**src/rtl/m_gen_pkg.sv**
```systemverilog
// rtl/m_gen_pkg.sv - shared constants and BCD helper functions for the BCD modulo counter
package m_gen_pkg;

  localparam int BCD_W      = 4;
  localparam int MAX_DIGITS = 4;
  localparam int VEC_W      = BCD_W * MAX_DIGITS;

  // Decimal integer to packed BCD, nibble 0 = least significant digit; digits above 'digits' are zero
  function automatic logic [VEC_W-1:0] to_bcd(input int value, input int digits);
    logic [VEC_W-1:0] r;
    int               t;
    r = '0;
    t = value;
    for (int i = 0; i < MAX_DIGITS; i++) begin
      if (i < digits) begin
        r[BCD_W*i +: BCD_W] = BCD_W'(t % 10);
      end
      t = t / 10;
    end
    return r;
  endfunction

  // True when every nibble is a legal decimal digit
  function automatic logic bcd_valid(input logic [VEC_W-1:0] vec);
    logic ok;
    ok = 1'b1;
    for (int i = 0; i < MAX_DIGITS; i++) begin
      if (vec[BCD_W*i +: BCD_W] > 4'd9) begin
        ok = 1'b0;
      end
    end
    return ok;
  endfunction

  // a <= b on BCD digits, decided by the most significant differing digit
  function automatic logic bcd_le(input logic [VEC_W-1:0] a, input logic [VEC_W-1:0] b);
    logic le;
    logic decided;
    le      = 1'b1;
    decided = 1'b0;
    for (int i = MAX_DIGITS - 1; i >= 0; i--) begin
      if (!decided && (a[BCD_W*i +: BCD_W] != b[BCD_W*i +: BCD_W])) begin
        le      = (a[BCD_W*i +: BCD_W] < b[BCD_W*i +: BCD_W]);
        decided = 1'b1;
      end
    end
    return le;
  endfunction

endpackage

```
**src/rtl/m_bcd_digit.sv**
```systemverilog
// rtl/m_bcd_digit.sv - single BCD digit increment/decrement step with ripple out
module m_bcd_digit
  import m_gen_pkg::*;
(
  input  logic [BCD_W-1:0] d,
  input  logic             step_in,
  input  logic             up,
  output logic [BCD_W-1:0] d_next,
  output logic             step_out
);

  // Step this digit when the lower digits ripple into it; 9->0 up and 0->9 down ripple onward
  always_comb begin
    d_next   = d;
    step_out = 1'b0;
    if (step_in) begin
      if (up) begin
        if (d == 4'd9) begin
          d_next   = 4'd0;
          step_out = 1'b1;
        end else begin
          d_next = d + 4'd1;
        end
      end else begin
        if (d == 4'd0) begin
          d_next   = 4'd9;
          step_out = 1'b1;
        end else begin
          d_next = d - 4'd1;
        end
      end
    end
  end

endmodule

```
**src/rtl/m_gen_bcd_cnt.sv**
```systemverilog
// rtl/m_gen_bcd_cnt.sv - parametrised N-digit BCD modulo counter with preset and carry/borrow pulses
module m_gen_bcd_cnt
  import m_gen_pkg::*;
#(
  parameter int DIGITS  = 2,
  parameter int MIN_VAL = 0,
  parameter int MAX_VAL = 23
) (
  input  logic                  clk,
  input  logic                  rst,
  input  logic                  en,
  input  logic                  up_dn,
  input  logic                  sat,
  input  logic                  load,
  input  logic [BCD_W*DIGITS-1:0] load_val,
  output logic [BCD_W*DIGITS-1:0] bcd,
  output logic                  carry,
  output logic                  borrow,
  output logic                  load_err,
  output logic                  at_max,
  output logic                  at_min
);

  localparam int W = BCD_W * DIGITS;

  if ((DIGITS < 1) || (DIGITS > MAX_DIGITS) || (MIN_VAL < 0) ||
      (MIN_VAL > MAX_VAL) || (MAX_VAL >= 10**DIGITS)) begin : g_bad_params
    $error("m_gen_bcd_cnt: need 1<=DIGITS<=4 and 0<=MIN_VAL<=MAX_VAL<10**DIGITS");
  end

  localparam logic [VEC_W-1:0] MIN_VEC = to_bcd(MIN_VAL, DIGITS);
  localparam logic [VEC_W-1:0] MAX_VEC = to_bcd(MAX_VAL, DIGITS);
  localparam logic [W-1:0]     MIN_BCD = MIN_VEC[W-1:0];
  localparam logic [W-1:0]     MAX_BCD = MAX_VEC[W-1:0];

  logic [W-1:0]    cnt_q, cnt_d;
  logic            carry_q, carry_d;
  logic            borrow_q, borrow_d;
  logic            load_err_q, load_err_d;

  logic [W-1:0]    stepped;
  logic [DIGITS:0] step;
  logic            at_max_w;
  logic            at_min_w;
  logic            hit_bound;
  logic            load_ok;

  // Ripple chain of digit step units; the least significant digit always steps
  assign step[0] = 1'b1;
  for (genvar g = 0; g < DIGITS; g++) begin : g_digit
    m_bcd_digit u_digit (
      .d        (cnt_q[BCD_W*g +: BCD_W]),
      .step_in  (step[g]),
      .up       (up_dn),
      .d_next   (stepped[BCD_W*g +: BCD_W]),
      .step_out (step[g+1])
    );
  end

  assign at_max_w = (cnt_q == MAX_BCD);
  assign at_min_w = (cnt_q == MIN_BCD);

  // A ripple out of the top digit can only coincide with a bound, so it is treated as one
  assign hit_bound = step[DIGITS] | (up_dn ? at_max_w : at_min_w);

  assign load_ok = bcd_valid(VEC_W'(load_val)) &&
                   bcd_le(MIN_VEC, VEC_W'(load_val)) &&
                   bcd_le(VEC_W'(load_val), MAX_VEC);

  // Next count and pulses: load beats en; pulses default low every cycle
  always_comb begin
    cnt_d      = cnt_q;
    carry_d    = 1'b0;
    borrow_d   = 1'b0;
    load_err_d = 1'b0;
    if (load) begin
      if (load_ok) begin
        cnt_d = load_val;
      end else begin
        load_err_d = 1'b1;
      end
    end else if (en) begin
      if (!hit_bound) begin
        cnt_d = stepped;
      end else if (!sat) begin
        if (up_dn) begin
          cnt_d   = MIN_BCD;
          carry_d = 1'b1;
        end else begin
          cnt_d    = MAX_BCD;
          borrow_d = 1'b1;
        end
      end
    end
  end

  // State registers; reset overrides load and en on the same edge
  always_ff @(posedge clk) begin
    if (rst) begin
      cnt_q      <= MIN_BCD;
      carry_q    <= 1'b0;
      borrow_q   <= 1'b0;
      load_err_q <= 1'b0;
    end else begin
      cnt_q      <= cnt_d;
      carry_q    <= carry_d;
      borrow_q   <= borrow_d;
      load_err_q <= load_err_d;
    end
  end

  assign bcd      = cnt_q;
  assign carry    = carry_q;
  assign borrow   = borrow_q;
  assign load_err = load_err_q;
  assign at_max   = at_max_w;
  assign at_min   = at_min_w;

endmodule

```
**config.mk**
```make
export PLATFORM = sky130hd
export DESIGN_NAME = m_gen_bcd_cnt
export DESIGN_NICKNAME = d
export VERILOG_FILES = /design/src/rtl/m_gen_pkg.sv /design/src/rtl/m_bcd_digit.sv /design/src/rtl/m_gen_bcd_cnt.sv
export SDC_FILE = /design/constraint.sdc
export NUM_CORES = 1
export LEC_CHECK = 0
export ABC_CLOCK_PERIOD_IN_PS = 7600
export BUFFER_PORTS_ARGS = -buffer_cell sky130_fd_sc_hd__buf_2
export CORE_UTILIZATION = 52
export DETAILED_ROUTE_END_ITERATION = 8
export PLACE_DENSITY = 0.79
export SLEW_MARGIN = 25
export SYNTH_ARGS = -nofsm -noshare
export SYNTH_HDL_FRONTEND = slang
export SYNTH_HIERARCHICAL = 1
export SYNTH_SLANG_ARGS = --single-unit
```
**constraint.sdc**
```tcl
create_clock -name clk -period 7.6 [get_ports clk]
set_input_delay 0.38 -clock clk [delete_from_list [all_inputs] [get_ports clk]]
set_output_delay 0.38 -clock clk [all_outputs]
set_load 0.02 [all_outputs]
```
==> flow_metrics.tcl <==
set metrics [dict create \
    outcome "complete, no violations" \
    cts_resized 0 \
    synth_commonest_cells "11 x dfxtp_1, 9 x inv_1, 9 x nor2_1" \
    yosys_register_bits 11 \
    worst_setup_path_startpoint "bcd[0]" \
    drt_iter0_markers 63 \
    design.final.nets 175 \
    floorplan.die_area_mm2 0.00220 \
    worst-path-buf-inv 0 \
    place.port_buffers 26 \
    power_density_over_the_cells_mw_per_mm2 170 \
    holdBufCountCts 0 \
    cts_num_sinks 11 \
    start_kind "flip-flop" \
    drt-total-wl_um 2600 \
    synth_area_leader_cell "dfxtp_1" \
    worst_hold_path_type "primary input to flip-flop" \
    crit_family "simple AND/OR/NAND/NOR gates" \
    antenna_left 0 \
    clkLatencyLatePin_ps 270 \
    die_h_um 46.9 \
    grt_antenna_before_repair 0 \
    grt_setup_unrepaired "false" \
    crit_path_cell_trace "or3_4 -> a211oi_2 -> nand2b_1 -> a211oi_2 -> nor3_2 -> or4b_1 -> o41ai_1" \
    synth_area_per_cell_um2 7.99 \
    number_of_buffers_created_by_cts 3 \
    final.min_clock_period_ps 2730 \
    worst_slew_margin_rel_pct 61.3 \
    hold_violations 0 \
    total_power_uw 205 \
    number_of_global_route_vias_before_repair 912 \
    dieWidth_um 46.9 \
    setup_viol_count_final 0 \
    synth_enable_flop_cells 0 \
    yosysMostFrequentCell "dfxtp_1" \
    finalCritPeriodShare_pct 36.0 \
    detailed_place_hpwl_um 1900 \
    floorplan.initialDensity_pct 58.1 \
    worstSetupPathType "flip-flop to flip-flop" \
    avgViaCountPerCell 6.13 \
    ys_types 43 \
    postSynthCellCount 131 \
    worst_pin_slew_ps 578 \
    final_weighted_congestion_of_routability_driven_global_placement 0.808 \
    clk_root_buffer_cell "clkbuf_4" \
    final_cells 185 \
    ioPinCount 27 \
    critical-path-slowest-cell "or4b_1" \
    most_used_flip_flop_cell_after_synthesis "dfxtp_1" \
    netlist.area_leader.share_pct 21.0 \
    row_count 15 \
    crit_path_frequent_cell "a211oi_2" \
    placedInstanceArea_mm2 0.00118 \
    clock_path_buffers 2 \
    fillerInstances 172 \
    clk_transition_reported_paths_ps 80 \
    grt_first_pass_wirelength_um 4040 \
    h-tree-depth 1 \
    maximum_number_of_pins_on_one_net_before_global_route_repair 27 \
    cts_tree "done" \
    synth_warnings 6 \
    synth_area_leaders "dfxtp_1 21%, a221o_1 3.8%, a31oi_1 3.6%" \
    drive_gt1_share_pct 27.5 \
    maxCapViolCount 0 \
    core_region_mm2 0.00180 \
    max-vdd-ir-drop_mv 0.121 \
    post-route-drc-count 0 \
    grtUsageTotal_pct 25.6 \
    worst_clock_skew_ps 7.36 \
    report.final.slew_viol_count 0 \
    postSynth.asyncResetShare_pct 0 \
    crit_path_max_incr_delay_ps 500 \
    syn-cell-area_mm2 0.00105 \
    synth.yosys.seq_area_share_pct 21.0 \
    timing.hold.worst.start "sat" \
    vias 1134 \
    totalNegativeSetupSlack_ps 0 \
    fin_area_mm2 0.00121 \
    post_cts_buffers 0 \
    cp_max_fo 18 \
    global_route.overflow_total 0 \
    first_pass_iters 4 \
    crit_path_end_kind "flip-flop" \
    clock.fmax_mhz 366 \
    power.static_leakage_nw 0.514 \
    post_drt_wl_per_cell_um 14.1 \
    worst_ep_required_time_ps 7770 \
    diodes 0 \
    area.growth.synth_to_final_pct 15.3 \
    numPlacedInstances 181 \
    cp_data_arrival_time_ps 2900 \
    timing.rr.start "bcd[0]" \
]
stage by stage:
step                hold WS [ps]  utilization (%)  setup WS [ps]
finish                       397             67.0           4870
global placement             666             65.6           4940
floorplan                    482                -           5050
detailed placement           675             65.6           4850
global route                 389             67.0           4710
CTS                          393             67.0           4900
layout make-up:
cell class	instances	area, µm²	area share [%]
Tap cell	25	31.3	2.59
Multi-Input combinational cell	110	766	63.4
Inverter	9	33.8	2.80
Sequential cell	11	220	18.2
Timing Repair Buffer	26	130	10.8
Clock buffer	4	26.3	2.18
cells in the final DEF (no fill, tap or decap), drive strengths merged, types with 2 or more instances in the layout:
cell type / instances
nand2b: 6
xnor2: 2
inv: 9
or3: 2
a211oi: 5
or2: 3
nor3: 4
dfxtp: 11
a21oi: 5
nor4: 4
nand3: 3
or4b: 3
nor2: 10
o21bai: 2
o41ai: 4
buf: 26
conb: 7
xor2: 2
a22oi: 3
nand4b: 2
a31o: 2
a31oi: 6
o22ai: 6
nor2b: 2
nand2: 8
a21bo: 2
a221o: 4
clkbuf: 4
o31ai: 5
sequential cells by signal (all words and copies together), names as in the netlist:
| name | flops |
|---|---|
| load_err | 1 |
| bcd | 8 |
| carry | 1 |
| borrow | 1 |
where the power goes:
part	internal [mW]	switching (mW)	leakage (nW)
registers	0.0629	0.0163	0.0904
clock network	0.0203	0.0209	0.0150
logic	0.0377	0.0468	0.409
path summary, 6_finish.rpt:
| path | end | slack [ps] | depth (start not counted) |
|---|---|---|---|
| max | bcd[0] | 4870 | 7 |
| min | carry | 400 | 4 |
| max reg2reg | bcd[0] | 4870 | 7 |
| min reg2reg | bcd[2] | 760 | 2 |
kinds of logic after synthesis:
| group | Yosys count | share of synthesized area [%] |
|---|---|---|
| AND/OR/NAND/NOR | 50 | 28.8 |
| buffers and inverters | 16 | 8.00 |
| AO/OA/AOI/OAI | 49 | 38.5 |
| XOR/XNOR | 4 | 3.35 |
| other | 1 | 0.358 |
| flip-flops | 11 | 21.0 |
worst register-to-register path, stage by stage (launching register included):
cell and delay [ps]:
dfxtp_1 480, or3_4 460, a211oi_2 450, nand2b_1 190, a211oi_2 320, nor3_2 170
or4b_1 500, o41ai_1 80
metal layers:
metal	up-vias	track usage, %	wire length [µm]
li1	561	-	-
met2	31	42.8	1240
met4	0	5.14	6
met1	540	34.4	1200
met3	2	4.62	149
met5	-	0	0
Power figures use the tool's default switching activity.
